--- config.mk ---
export PLATFORM = sky130hd
export DESIGN_NAME = fpu_op_sequencer
export DESIGN_NICKNAME = d
export VERILOG_FILES = /design/src/rtl/fpu_ctrl_pkg.sv /design/src/rtl/fpu_rm_resolve.sv /design/src/rtl/fpu_op_sequencer.sv
export SDC_FILE = /design/constraint.sdc
export NUM_CORES = 1
export LEC_CHECK = 0
export ABC_AREA = 1
export BUFFER_PORTS_ARGS = -buffer_cell sky130_fd_sc_hd__buf_2
export CAP_MARGIN = 10
export CORE_MARGIN = 5
export CORE_UTILIZATION = 47
export CTS_BUF_LIST = sky130_fd_sc_hd__clkbuf_4 sky130_fd_sc_hd__clkbuf_8
export DETAILED_ROUTE_END_ITERATION = 10
export PLACE_DENSITY = 0.9
export SLEW_MARGIN = 10
export SYNTH_ARGS = -nofsm -noshare
export SYNTH_HDL_FRONTEND = slang
export SYNTH_SLANG_ARGS = --single-unit
--- constraint.sdc ---
create_clock -name clk -period 2.3 [get_ports clk]
set_clock_uncertainty 0.05 [all_clocks]
set_input_delay 0.46 -clock clk [delete_from_list [all_inputs] [get_ports clk]]
set_output_delay 0.46 -clock clk [all_outputs]
set_load 0.05 [all_outputs]
--- src/rtl/fpu_ctrl_pkg.sv ---
// Shared types and constants for the FP instruction sequencer.
package fpu_ctrl_pkg;

    // Sequencer FSM states
    typedef enum logic [1:0] {
        IDLE  = 2'd0,
        ISSUE = 2'd1,
        WAIT  = 2'd2,
        RESP  = 2'd3
    } seq_state_t;

    // RISC-V rounding-mode encodings; 101/110 are reserved, DYN defers to frm
    typedef enum logic [2:0] {
        RM_RNE = 3'b000,
        RM_RTZ = 3'b001,
        RM_RDN = 3'b010,
        RM_RUP = 3'b011,
        RM_RMM = 3'b100,
        RM_DYN = 3'b111
    } rm_t;

    // Bit positions inside the 5-bit fflags vector {NV,DZ,OF,UF,NX}
    typedef enum logic [2:0] {
        FLAG_NX = 3'd0,
        FLAG_UF = 3'd1,
        FLAG_OF = 3'd2,
        FLAG_DZ = 3'd3,
        FLAG_NV = 3'd4
    } fflag_idx_t;

    localparam int FFLAGS_W = 5;

endpackage

--- src/rtl/fpu_rm_resolve.sv ---
// Resolves the instruction rm field against the dynamic frm CSR and flags reserved modes.
module fpu_rm_resolve
    import fpu_ctrl_pkg::*;
(
    input  logic [2:0] i_rm,
    input  logic [2:0] i_csr_frm,
    output logic [2:0] o_rm,
    output logic       o_illegal
);

    // DYN picks up the CSR value; anything above RMM after resolution is reserved
    always_comb begin
        o_rm      = (i_rm == RM_DYN) ? i_csr_frm : i_rm;
        o_illegal = (o_rm > RM_RMM) ? 1'b1 : 1'b0;
    end

endmodule

--- src/rtl/fpu_op_sequencer.sv ---
// Issues FP instructions one at a time to the shared FPU datapath, waits for
// completion with a timeout, and keeps the sticky exception flags.
module fpu_op_sequencer
    import fpu_ctrl_pkg::*;
#(
    parameter int TIMEOUT_CYCLES = 64
) (
    input  logic                clk,
    input  logic                rst,
    input  logic                req_valid,
    output logic                req_ready,
    input  logic [6:0]          req_funct7,
    input  logic [4:0]          req_rs1,
    input  logic [4:0]          req_rs2,
    input  logic [4:0]          req_rd,
    input  logic [2:0]          req_rm,
    input  logic                req_is_load,
    input  logic                req_is_store,
    input  logic [31:0]         req_load_data,
    input  logic [2:0]          csr_frm,
    input  logic                fflags_clr,
    output logic [4:0]          f_rs1,
    output logic [4:0]          f_rs2,
    output logic [4:0]          f_rd,
    output logic [2:0]          frm_in,
    output logic [7:0]          f_funct_7,
    output logic                f_LW,
    output logic                f_SW,
    output logic [31:0]         dload_ext,
    input  logic [31:0]         FPU_all_out,
    input  logic [FFLAGS_W-1:0] f_flags,
    input  logic                f_ready,
    output logic                resp_valid,
    output logic [31:0]         resp_data,
    output logic                resp_illegal,
    output logic                resp_timeout,
    output logic [FFLAGS_W-1:0] fflags,
    output logic                busy
);

    localparam int CNT_W = $clog2(TIMEOUT_CYCLES + 1);
    localparam logic [CNT_W-1:0] CNT_LAST = CNT_W'(TIMEOUT_CYCLES - 1);

    seq_state_t          r_state;
    seq_state_t          w_next_state;
    logic [CNT_W-1:0]    r_cnt;
    logic                r_is_load;
    logic                r_is_store;
    logic [FFLAGS_W-1:0] r_fflags;
    logic [2:0]          w_res_rm;
    logic                w_illegal;
    logic                w_accept;
    logic                w_capture;
    logic                w_timeout;

    fpu_rm_resolve u_rm_resolve (
        .i_rm      (req_rm),
        .i_csr_frm (csr_frm),
        .o_rm      (w_res_rm),
        .o_illegal (w_illegal)
    );

    assign w_accept  = (r_state == IDLE) && req_valid;
    assign w_capture = (r_state == WAIT) && f_ready;
    assign w_timeout = (r_state == WAIT) && !f_ready && (r_cnt == CNT_LAST);
    assign fflags    = r_fflags;

    // State register
    always_ff @(posedge clk) begin
        if (rst) begin
            r_state <= IDLE;
        end else begin
            r_state <= w_next_state;
        end
    end

    // Next-state logic
    always_comb begin
        w_next_state = r_state;
        case (r_state)
            IDLE: begin
                if (req_valid) begin
                    w_next_state = w_illegal ? RESP : ISSUE;
                end else begin
                    w_next_state = IDLE;
                end
            end
            ISSUE: begin
                if (r_is_load || r_is_store) begin
                    w_next_state = RESP;
                end else begin
                    w_next_state = WAIT;
                end
            end
            WAIT: begin
                if (f_ready || w_timeout) begin
                    w_next_state = RESP;
                end else begin
                    w_next_state = WAIT;
                end
            end
            RESP:    w_next_state = IDLE;
            default: w_next_state = IDLE;
        endcase
    end

    // Latch the instruction class at accept; a load wins if both bits are set
    always_ff @(posedge clk) begin
        if (rst) begin
            r_is_load  <= 1'b0;
            r_is_store <= 1'b0;
        end else if (w_accept) begin
            r_is_load  <= req_is_load;
            r_is_store <= req_is_store & ~req_is_load;
        end else begin
            r_is_load  <= r_is_load;
            r_is_store <= r_is_store;
        end
    end

    // Wait counter: cleared in ISSUE, counts WAIT cycles without f_ready
    always_ff @(posedge clk) begin
        if (rst) begin
            r_cnt <= '0;
        end else if (r_state == ISSUE) begin
            r_cnt <= '0;
        end else if ((r_state == WAIT) && !f_ready) begin
            r_cnt <= r_cnt + CNT_W'(1);
        end else begin
            r_cnt <= r_cnt;
        end
    end

    // Sticky flags: a capture merges on top of a simultaneous clear
    always_ff @(posedge clk) begin
        if (rst) begin
            r_fflags <= '0;
        end else if (w_capture) begin
            r_fflags <= (fflags_clr ? {FFLAGS_W{1'b0}} : r_fflags) | f_flags;
        end else if (fflags_clr) begin
            r_fflags <= '0;
        end else begin
            r_fflags <= r_fflags;
        end
    end

    // FPU register/rounding selects: loaded at accept, held through ISSUE/WAIT
    always_ff @(posedge clk) begin
        if (rst) begin
            f_rs1     <= 5'd0;
            f_rs2     <= 5'd0;
            f_rd      <= 5'd0;
            frm_in    <= 3'd0;
            f_funct_7 <= 8'd0;
        end else if (w_accept && (w_next_state == ISSUE)) begin
            f_rs1     <= req_rs1;
            f_rs2     <= req_rs2;
            f_rd      <= req_rd;
            frm_in    <= w_res_rm;
            f_funct_7 <= {1'b0, req_funct7};
        end else if ((w_next_state == ISSUE) || (w_next_state == WAIT)) begin
            f_rs1     <= f_rs1;
            f_rs2     <= f_rs2;
            f_rd      <= f_rd;
            frm_in    <= frm_in;
            f_funct_7 <= f_funct_7;
        end else begin
            f_rs1     <= 5'd0;
            f_rs2     <= 5'd0;
            f_rd      <= 5'd0;
            frm_in    <= 3'd0;
            f_funct_7 <= 8'd0;
        end
    end

    // Load/store strobes and load data, asserted only for the ISSUE cycle
    always_ff @(posedge clk) begin
        if (rst) begin
            f_LW      <= 1'b0;
            f_SW      <= 1'b0;
            dload_ext <= 32'd0;
        end else begin
            f_LW      <= w_accept && (w_next_state == ISSUE) && req_is_load;
            f_SW      <= w_accept && (w_next_state == ISSUE) && req_is_store && !req_is_load;
            dload_ext <= (w_accept && (w_next_state == ISSUE) && req_is_load) ? req_load_data : 32'd0;
        end
    end

    // Handshake, status and one-cycle response outputs
    always_ff @(posedge clk) begin
        if (rst) begin
            req_ready    <= 1'b1;
            busy         <= 1'b0;
            resp_valid   <= 1'b0;
            resp_data    <= 32'd0;
            resp_illegal <= 1'b0;
            resp_timeout <= 1'b0;
        end else begin
            req_ready    <= (w_next_state == IDLE);
            busy         <= (w_next_state != IDLE);
            resp_valid   <= (w_next_state == RESP);
            resp_data    <= ((r_state == ISSUE) && r_is_store) ? FPU_all_out : 32'd0;
            resp_illegal <= w_accept && w_illegal;
            resp_timeout <= w_timeout;
        end
    end

endmodule

Word level (Yosys, flattened, before mapping)
Cells that the tools add are included.

storage, ports and cells
  flip-flop bits (word level) = 112
  input bits = 104
  output and inout bits = 102
  word-level logic and storage cells = 73

operators by class
  $add $sub $neg = 1
  $lt $le $gt $ge = 1
  equal/unequal tests = 9
  multiplexer cells = 17
  bitwise logic cells = 5
  reductions and logical operators = 21

operators by type and width
  cell                                                  number
  2-to-1 mux 5 bit                                      6
  2-to-1 mux 7 bit                                      2
  logical AND 1 bit                                     10
  2-to-1 mux 3 bit                                      3
  equality test 2 bit (second input constant)           4
  one-hot mux 2 bit (4 select lines)                    1
  adder 7 x 1 -> 7 bit (second input constant)          1
  equality test 7 x 6 -> 1 bit (second input constant)  1
  OR reduction 2 bit                                    3
  OR 5 bit                                              1
  equality test 2 x 1 -> 1 bit (second input constant)  2
  zero test 2 bit                                       2
  2-to-1 mux 2 bit                                      2
  equality test 3 bit (second input constant)           1
  > comparator 3 bit (second input constant)            1
  logical OR 1 bit                                      3
  2-to-1 mux 1 bit                                      3
  inverter 1 bit                                        3
  zero test 1 bit                                       2
  != test 2 bit (second input constant)                 1
  nonzero test 2 bit                                    1
  bitwise AND 1 bit                                     1

Depth between registers and ports, before layout
Gate-level depths: netlist of run 1.

  depth after elaboration = 12
  mapped depth = 13
  gate-level depth less buffers = 12

Modules after synthesis
Synthesis of run 1 repeated with hierarchy kept, for this count alone.

unflattened totals
  cells, all modules = 441
  area total of the unflattened synthesis = 3753.6 µm²

modules (own cells, without submodules)
  module            times used  cells each  area an instance (µm²)  sequential area each (µm²)
  fpu_op_sequencer  1           429         3694.8                  2242.2
  fpu_rm_resolve    1           12          58.8                    0.0

Worst setup path after synthesis of run 1
No wires, ideal clock.

  path type = register -> register
  start point = register r_state[0]
  end point = register f_funct_7[1]
  setup time = 70 ps
  arrival = 1686 ps
  required time = 2180 ps
  setup slack = 493 ps
  cell stages (with the launch flop) = 13
  buffers on the path = 1
  period minus slack after synthesis = 1807 ps
  path through = dfxtp_1 inv_1 ha_1 nand2_1 inv_2 nor2_1 nand2_2 nand2_4 nand2_4 nand3_4 clkbuf_1 nand3_1 a21oi_2

on the way
  longest elaborated chain between the ends = 9
  elaborated cells on any way between the ends = 16
  classes of those cells = eq/ne (6); mux (3); reduce/logical (7)

ends and longest elaborated chain
  item                                                                        line                                              source
  from (decl)                                                                 fpu_op_sequencer.sv:44                            seq_state_t r_state;
  from (signal assigned)                                                      fpu_op_sequencer.sv:73                            r_state <= w_next_state;
  equality test 2 bit                                                         fpu_op_sequencer.sv:65, fpu_op_sequencer.sv:80
  logical AND 1 bit (2 in a row)                                              fpu_op_sequencer.sv:65                            assign w_timeout = (r_state == WAIT) && !f_ready && (r_cnt == CNT_LAST);
  logical OR 1 bit                                                            fpu_op_sequencer.sv:96                            if (f_ready || w_timeout) begin
  2-to-1 mux 1 bit                                                            fpu_op_sequencer.sv:96
  one-hot mux 2 bit (4 select lines)                                          fpu_op_sequencer.sv:80                            case (r_state)
  equality test 2 x 1 -> 1 bit / equality test 2 bit (equally long branches)  fpu_op_sequencer.sv:155, fpu_op_sequencer.sv:161
  logical AND 1 bit / logical OR 1 bit (equally long branches)                fpu_op_sequencer.sv:155, fpu_op_sequencer.sv:161
  != test 2 bit (no line) / 2-to-1 mux 7 bit (equally long branches)          --
  to (signal assigned)                                                        fpu_op_sequencer.sv:160                           f_funct_7 <= {1'b0, req_funct7};
  to (signal assigned)                                                        fpu_op_sequencer.sv:166                           f_funct_7 <= f_funct_7;
  to (decl)                                                                   fpu_op_sequencer.sv:26                            output logic [7:0] f_funct_7,

Parallel ways exist; a longest one is shown, timed or not.
A chain may end at the register's enable or synchronous reset.

Worst setup path after layout of run 1
  start point = register r_state[0]
  end point = register f_rs1[2]

on the way
  longest elaborated chain between the ends = 9
  elaborated cells on any way between the ends = 16
  classes of those cells = eq/ne (6); mux (3); reduce/logical (7)

ends and longest elaborated chain
  item                                                                        line                                              source
  equality test 2 bit                                                         fpu_op_sequencer.sv:65, fpu_op_sequencer.sv:80
  logical AND 1 bit (2 in a row)                                              fpu_op_sequencer.sv:65
  logical OR 1 bit                                                            fpu_op_sequencer.sv:96
  2-to-1 mux 1 bit                                                            fpu_op_sequencer.sv:96
  one-hot mux 2 bit (4 select lines)                                          fpu_op_sequencer.sv:80
  equality test 2 x 1 -> 1 bit / equality test 2 bit (equally long branches)  fpu_op_sequencer.sv:155, fpu_op_sequencer.sv:161
  logical AND 1 bit / logical OR 1 bit (equally long branches)                fpu_op_sequencer.sv:155, fpu_op_sequencer.sv:161
  != test 2 bit (no line) / 2-to-1 mux 5 bit (equally long branches)          --
  to (signal assigned)                                                        fpu_op_sequencer.sv:156                           f_rs1 <= req_rs1;
  to (signal assigned)                                                        fpu_op_sequencer.sv:162                           f_rs1 <= f_rs1;
  to (decl)                                                                   fpu_op_sequencer.sv:22                            output logic [4:0] f_rs1,

Parallel ways exist; a longest one is shown, timed or not.

==> metrics.md, run 1 <==
| Metric | Value |
|---|---|
| Status | completed |
| Top Ports | 206 |
| Die height | 103 µm |
| Hold wc startpoint | FPU_all_out[12] |
| Routed wl met2 | 4860 µm |
| WL final | 9470 µm |
| Startpoint types | register |
| FP Rows | 34 |
| Power Density | 674 nW/µm² |
| Unrepaired setup endpoints after global routing | no |
| Met3 Wirelength | 1010 µm |
| Num CTS Buffers | 9 |
| GR Overflow Total | 0 |
| Initial antenna violation count | 0 |
| CTS Root Cell | clkbuf_8 |
| DR iter-0 viols | 72 |
| Max-slew headroom | 60.2% |
| Vias | 3,376 |
| Post-synth EDFFs | 0 |
| Net count, final | 754 |
| Sw Pwr | 1010 µW |
| Hold path depth | 3 |
| Crit Path Category | reg2reg |
| Avg Cell Area, Syn | 9.22 µm² |
| N_diodes | 0 |
| Placed cells | 742 |
| Hold Path Class | in2reg |
| CP endpoint kind | register |
| Wire per inst | 12.5 µm |
| Max cap viols | 0 |
| Maximum clock rate | 486 MHz |
| Sink Count | 112 |
| Seq/Total Area, Yosys | 54.8% |
| Layout overhead on the synthesized area | 30.1% |
| IO Port Bufs | 204 |
| Final period utilization | 89.5% |
| Flop pwr share | 55.5% |
| Avg Vias per Cell | 4.45 |
| CTS tree | done |
| Placer Congestion | 0.772 |
| Finished Layout Cells | 758 |
| Placed cell areas | 5130 µm² |
| Post-synthesis cell type count | 32 |
| Final setup fails | 0 |
| Postcts setup bufs | 0 |
| Met1 WL | 3470 µm |
| Mapped cell area | 4100 µm² |
| Dpl ws | 0.0926 ns |
| R2R depth | 12 |
| Reg clk slew, reported paths | 0.11 ns |
| Internal | 2580 µW |
| Largest net degree at the start of global routing | 34 |
| H-tree depth | 3 |
| Core region area | 8590 µm² |
| Crit-path max FO | 25 |
| Mapped Nets | 553 |
| Main synth FF type | dfxtp_1 |
| Top routing layer used | met4 |
| Worst slew pin tran | 0.597 ns |
| DPL Wire Length | 7540 µm |
| R2r endpoint | f_rs1[2] |
| Initial Util | 47.7% |
| R2R Setup Slk | 0.24 ns |
| #FFs+latches synth | 112 |
| Sw frac | 28.2% |
| Vias in the first global route | 3,296 |
| Clk pwr share | 30.9% |
| Clk_lat worst skew | 0.36 ns |
| Setup TNS | 0 ns |
| Mapped Cells | 444 |
| Combinational fraction of design power | 13.6% |
| Worst EP required | 2.48 ns |
| Final WS setup | 0.241 ns |
| Final max-slew violation count | 0 |
| DRC Markers | 0 |
| First-pass GRT wire length | 14,400 µm |
| Die ar. | 10,700 µm² |
| FF-to-FF Start | r_state[0] |
| Final Instance Area | 5330 µm² |
| Yosys warnings | 0 |
| CTS max path bufs | 2 |
| Antenna-violating nets left | 0 |
| Leakage | 0.00285 µW |
| Layout cells sized above 1 | 44.6% |
| Gr usage total | 17.1% |
| Peak supply drop | 0.380 mV |
| Async SR Flop Fraction | 0% |
| Die width | 103 µm |
| Power, Total | 3590 µW |
| Worst EP arrival | 2.24 ns |
| Hold EP | resp_data[12] |
| First-pass DRT Iterations | 4 |
| Minimum clock period | 2.06 ns |
| Final hold vios | 0 |
[Yosys cell counts, types with 2 or more instances]
| library cell | count | area (µm²) |
|---|---|---|
| inv_4 | 2 | 12.5 |
| a21oi_1 | 26 | 130 |
| nand2_4 | 4 | 45.0 |
| a21oi_2 | 10 | 87.6 |
| ha_1 | 5 | 62.6 |
| inv_2 | 2 | 7.51 |
| nor2_4 | 31 | 349 |
| nand3_1 | 31 | 155 |
| dfxtp_1 | 112 | 2240 |
| nor3_1 | 2 | 10.0 |
| nand2_2 | 13 | 81.3 |
| nand2_1 | 41 | 154 |
| nor2_1 | 51 | 191 |
| buf_2 | 3 | 15.0 |
| clkbuf_1 | 8 | 30.0 |
| inv_1 | 83 | 312 |
| o21ai_0 | 3 | 15.0 |
| buf_12 | 3 | 60.1 |
[metrics by stage]
step                      utilization [%]  hold slack (ns)
after floorplan                         -            0.393
after global placement               59.8            0.407
after detailed placement             59.8            0.409
after CTS                            62.0            0.219
after global routing                 62.0            0.220
final                                62.0            0.244
[state kept, by name, summed over array words and instances, names as in the netlist, 2 cells and up]
signal / flops
dload_ext: 32
r_cnt: 7
f_funct_7: 7
r_state: 2
fflags: 5
f_rs1: 5
f_rs2: 5
frm_in: 3
resp_data: 32
f_rd: 5
[kinds of logic (layout without fill, tap and decap cells)]
family	Yosys count	after routing	synth area share, %
other cells	1	1	0.0916
fa+ha+maj	5	5	1.53
compound gates	42	42	6.20
flops	112	112	54.8
xor+xnor	1	1	0.214
buf+inv	105	311	11.6
simple gates	178	178	25.6
[cells in the final DEF (no fill, tap or decap), types with 3 or more instances in the layout]
| master | n |
|---|---|
| a21oi_1 | 26 |
| a21oi_2 | 10 |
| buf_2 | 204 |
| buf_4 | 3 |
| clkbuf_8 | 10 |
| dfxtp_1 | 112 |
| ha_1 | 5 |
| inv_1 | 83 |
| inv_6 | 3 |
| nand2_1 | 41 |
| nand2_2 | 13 |
| nand2_4 | 4 |
| nand3_1 | 31 |
| nor2_1 | 51 |
| nor2_4 | 31 |
| o21ai_0 | 3 |
[power by group through the flow]
stage	sequential, µW	clock (µW)	combinational [µW]
after floorplan	2160	0	219
after global placement	2040	0	480
after detailed placement	2040	0	492
after CTS	1990	1150	494
after global routing	2000	1230	531
final	1990	1110	487
[repair_timing]
action	CTS	global route
hold buffers	0	0
resized for setup	0	1
setup endpoints to repair	0	3
[layer usage]
layer	global-route usage (%)	vias to the layer above
li1	-	1723
met4	6.57	0
met5	0	-
met2	31.1	137
met1	18.6	1507
met3	5.03	9
[critical path: stages, from the launching register on]
cell and delay [ns]:
dfxtp_1 0.35, inv_1 0.08, ha_1 0.23, nand2_1 0.08, inv_2 0.06, nor2_1 0.13, nand2_2 0.08, nand2_4 0.08
nand2_4 0.07, nand3_4 0.10, clkinv_2 0.34, nand2_1 0.19, a21oi_1 0.08
[final cells by class]
class / count / area [µm²]
inverter: 88 / 339
sequential: 112 / 2240
fill: 742 / 3260
timing repair buffer: 207 / 1040
clock inverter: 5 / 46.3
tap: 108 / 135
clock buffer: 11 / 145
multi-input combinational: 227 / 1380
[worst max path at each step]
stage | start | to | slack, ns
after floorplan | r_state[0] | f_funct_7[1] | 0.49
after global placement | r_state[0] | dload_ext[0] | 0.17
after detailed placement | r_state[0] | dload_ext[0] | 0.09
after CTS | r_state[0] | dload_ext[0] | 0.08
after global routing | r_state[0] | f_rs1[2] | 0.05
final | r_state[0] | f_rs1[2] | 0.24
Note: power is estimated with default switching activity, not from simulation.
==> run 2, diff against run 1 <==
--- a/config.mk
+++ b/config.mk
@@ -13,6 +13,7 @@
 export CTS_BUF_LIST = sky130_fd_sc_hd__clkbuf_4 sky130_fd_sc_hd__clkbuf_8
 export DETAILED_ROUTE_END_ITERATION = 10
 export PLACE_DENSITY = 0.9
+export RECOVER_POWER = 100
 export SLEW_MARGIN = 10
 export SYNTH_ARGS = -nofsm -noshare
 export SYNTH_HDL_FRONTEND = slang
==> metrics.md, run 2 (synthesis results as in run 1) <==
| Metric | Value |
|---|---|
| Status | completed |
| Max cap viols | 0 (unchanged) |
| Crit path max-delay cell type | dfxtp_1 |
| Power Density | 714 nW/µm² (+5.9%) |
| Most frequent cells in the layout | dfxtp_1 (112), buf_2 (103), clkbuf_1 (101) |
| Top flop regs | dload_ext (32), resp_data (32) |
| First-pass GRT wire length | 14,400 µm (unchanged) |
| Reg clk slew, reported paths | 0.11 ns (about the same) |
| Sink Count | 112 (unchanged) |
| IO Port Bufs | 204 (unchanged) |
| Wire per inst | 12.7 µm (+1.6%) |
| Post-CTS Hold Buffers | 0 (unchanged) |
| First-pass DRT Iterations | 4 (unchanged) |
| Final setup fails | 0 (unchanged) |
| Leakage | 0.00240 µW (-16%) |
| Num CTS Buffers | 9 (unchanged) |
| Worst Setup EP | f_funct_7[3] |
| Top Ports | 206 (unchanged) |
| Max-slew headroom | 56.2% (-4.0 points) |
| R2r endpoint | f_funct_7[3] |
| Initial Util | 47.7% (unchanged) |
| CTS Root Cell | clkbuf_8 |
| FILL cells | 844 (+14%) |
| Crit Path Category | reg2reg |
| Core region area | 8590 µm² (unchanged) |
| CP endpoint kind | register |
| Peak supply drop | 0.381 mV (+0.17%) |
| Crit-path max FO | 25 (unchanged) |
| DR iter-0 viols | 61 (-15%) |
| Vias in the first global route | 3,296 (unchanged) |
| Slowest stage delay, CP | 0.35 ns (about the same) |
| Layout cells sized above 1 | 23.8% (-21 points) |
| R2R Setup Slk | 0.30 ns (+0.06 ns) |
| N_diodes | 0 (unchanged) |
| Vias | 3,391 (+0.44%) |
| Die height | 103 µm (unchanged) |
| Hold Path Class | in2reg |
| CP Depth | 12 (unchanged) |
| Gr usage total | 17.1% (unchanged) |
| Unrepaired setup endpoints after global routing | no |
| Worst EP arrival | 2.19 ns (-0.05 ns) |
| Largest net degree at the start of global routing | 34 (unchanged) |
| Critical path's top delay family | simple AND/OR/NAND/NOR gates |
| FF-to-FF Start | r_state[0] |
| Startpoint types | register |
| CTS max path bufs | 2 (unchanged) |
| Final period utilization | 86.8% (-2.7 points) |
| Minimum clock period | 2.00 ns (-0.0632 ns) |
| Worst slew pin tran | 0.660 ns (+0.0624 ns) |
| Final hold vios | 0 (unchanged) |
| Finished Layout Cells | 758 (unchanged) |
| Avg Vias per Cell | 4.47 (+0.44%) |
| CTS tree | done |
| Net count, final | 754 (unchanged) |
| Placer Congestion | 0.772 (unchanged) |
| Layout overhead on the synthesized area | 22.0% |
| Final max-slew violation count | 0 (unchanged) |
| Placed cells | 742 (unchanged) |
| FP Rows | 34 (unchanged) |
| Worst EP required | 2.50 ns (+0.02 ns) |
| Setup TNS | 0 ns (unchanged) |
| Critical Path Source | r_state[0] |
| DPL Wire Length | 7540 µm (unchanged) |
| GR Overflow Total | 0 (unchanged) |
| Initial antenna violation count | 0 (unchanged) |
| Maximum clock rate | 501 MHz (+3.2%) |
| Cell Chain, Critical Path | inv_1, ha_1, nand3_2, nor2_4, nand2_1, nand2_2, nand2_4, nand2_4, nand3_4, clkinv_2, nand2_1, a21oi_2 |
| Die width | 103 µm (unchanged) |
| WL final | 9620 µm (+1.6%) |
| DRC Markers | 0 (unchanged) |
| Die ar. | 10,700 µm² (unchanged) |
| R2R depth | 12 (unchanged) |
| Number of buffers and inverters on the critical path | 2 (-1) |
| Antenna-violating nets left | 0 (unchanged) |
| Clk_lat worst skew | 0.36 ns (about the same) |
| H-tree depth | 3 (unchanged) |
| Commonest non-fill, non-tap cell in the layout | dfxtp_1 |
[run 2: per-stage QoR]
stage	utilization (%)	power (µW)	setup slack (ns)	cell area, µm²	hold slack, ns
6_report	58.1	3570	0.305	5000	0.237
3_3_place_gp	59.8	2520	0.173	5130	0.407
4_1_cts	62.0	3640	0.0823	5330	0.219
2_1_floorplan	-	2380	0.493	4100	0.393
3_5_place_dp	59.8	2530	0.0926	5130	0.409
5_1_grt	58.1	3720	0.0990	5000	0.214
[run 2: area by class of cell]
type	count	area, µm²	share of cell area [%]
Sequential cell	112	2240	44.9
Multi-Input combinational cell	227	1170	23.5
Timing Repair Buffer	207	915	18.3
Inverter	88	339	6.79
Clock buffer	11	145	2.91
Tap cell	108	135	2.70
Clock inverter	5	46.3	0.927
[run 2: metal layers]
layer	vias up	share of wire (%)	GRT usage, %
met4	0	1.4	6.57
li1	1725	-	-
met2	151	50	31.1
met1	1505	38	18.6
met3	10	11	5.03
met5	-	0	0
[run 2: report_power, final]
group,internal (µW),switching [µW],total (µW)
sequential,1980,16.8,1990
combinational,131,320,451
clock,456,663,1120
[run 2: timing repair]
item                                    in CTS  in global routing
resized for setup                            0                  1
endpoints found under the setup margin       0                  3
buffers inserted                             0                  0
[run 2: worst reg2reg max path, stage by stage, from the launching register on]
cell and delay (ns):
dfxtp_1 0.35, inv_1 0.08, ha_1 0.23, nand3_2 0.13
nor2_4 0.05, nand2_1 0.10, nand2_2 0.07, nand2_4 0.08
nand2_4 0.07, nand3_4 0.10, clkinv_2 0.28, nand2_1 0.21
a21oi_2 0.07
[run 2: worst min-delay path by stage]
stage | endpoint | from | slack (ns) | cells after the start
4_1_cts | resp_data[12] | FPU_all_out[12] | 0.22 | 3
3_5_place_dp | r_is_load | r_is_load | 0.41 | 2
6_report | resp_data[7] | FPU_all_out[7] | 0.24 | 3
3_3_place_gp | r_cnt[4] | r_cnt[4] | 0.41 | 1
5_1_grt | dload_ext[7] | req_load_data[7] | 0.21 | 3
2_1_floorplan | r_cnt[4] | r_cnt[4] | 0.39 | 1
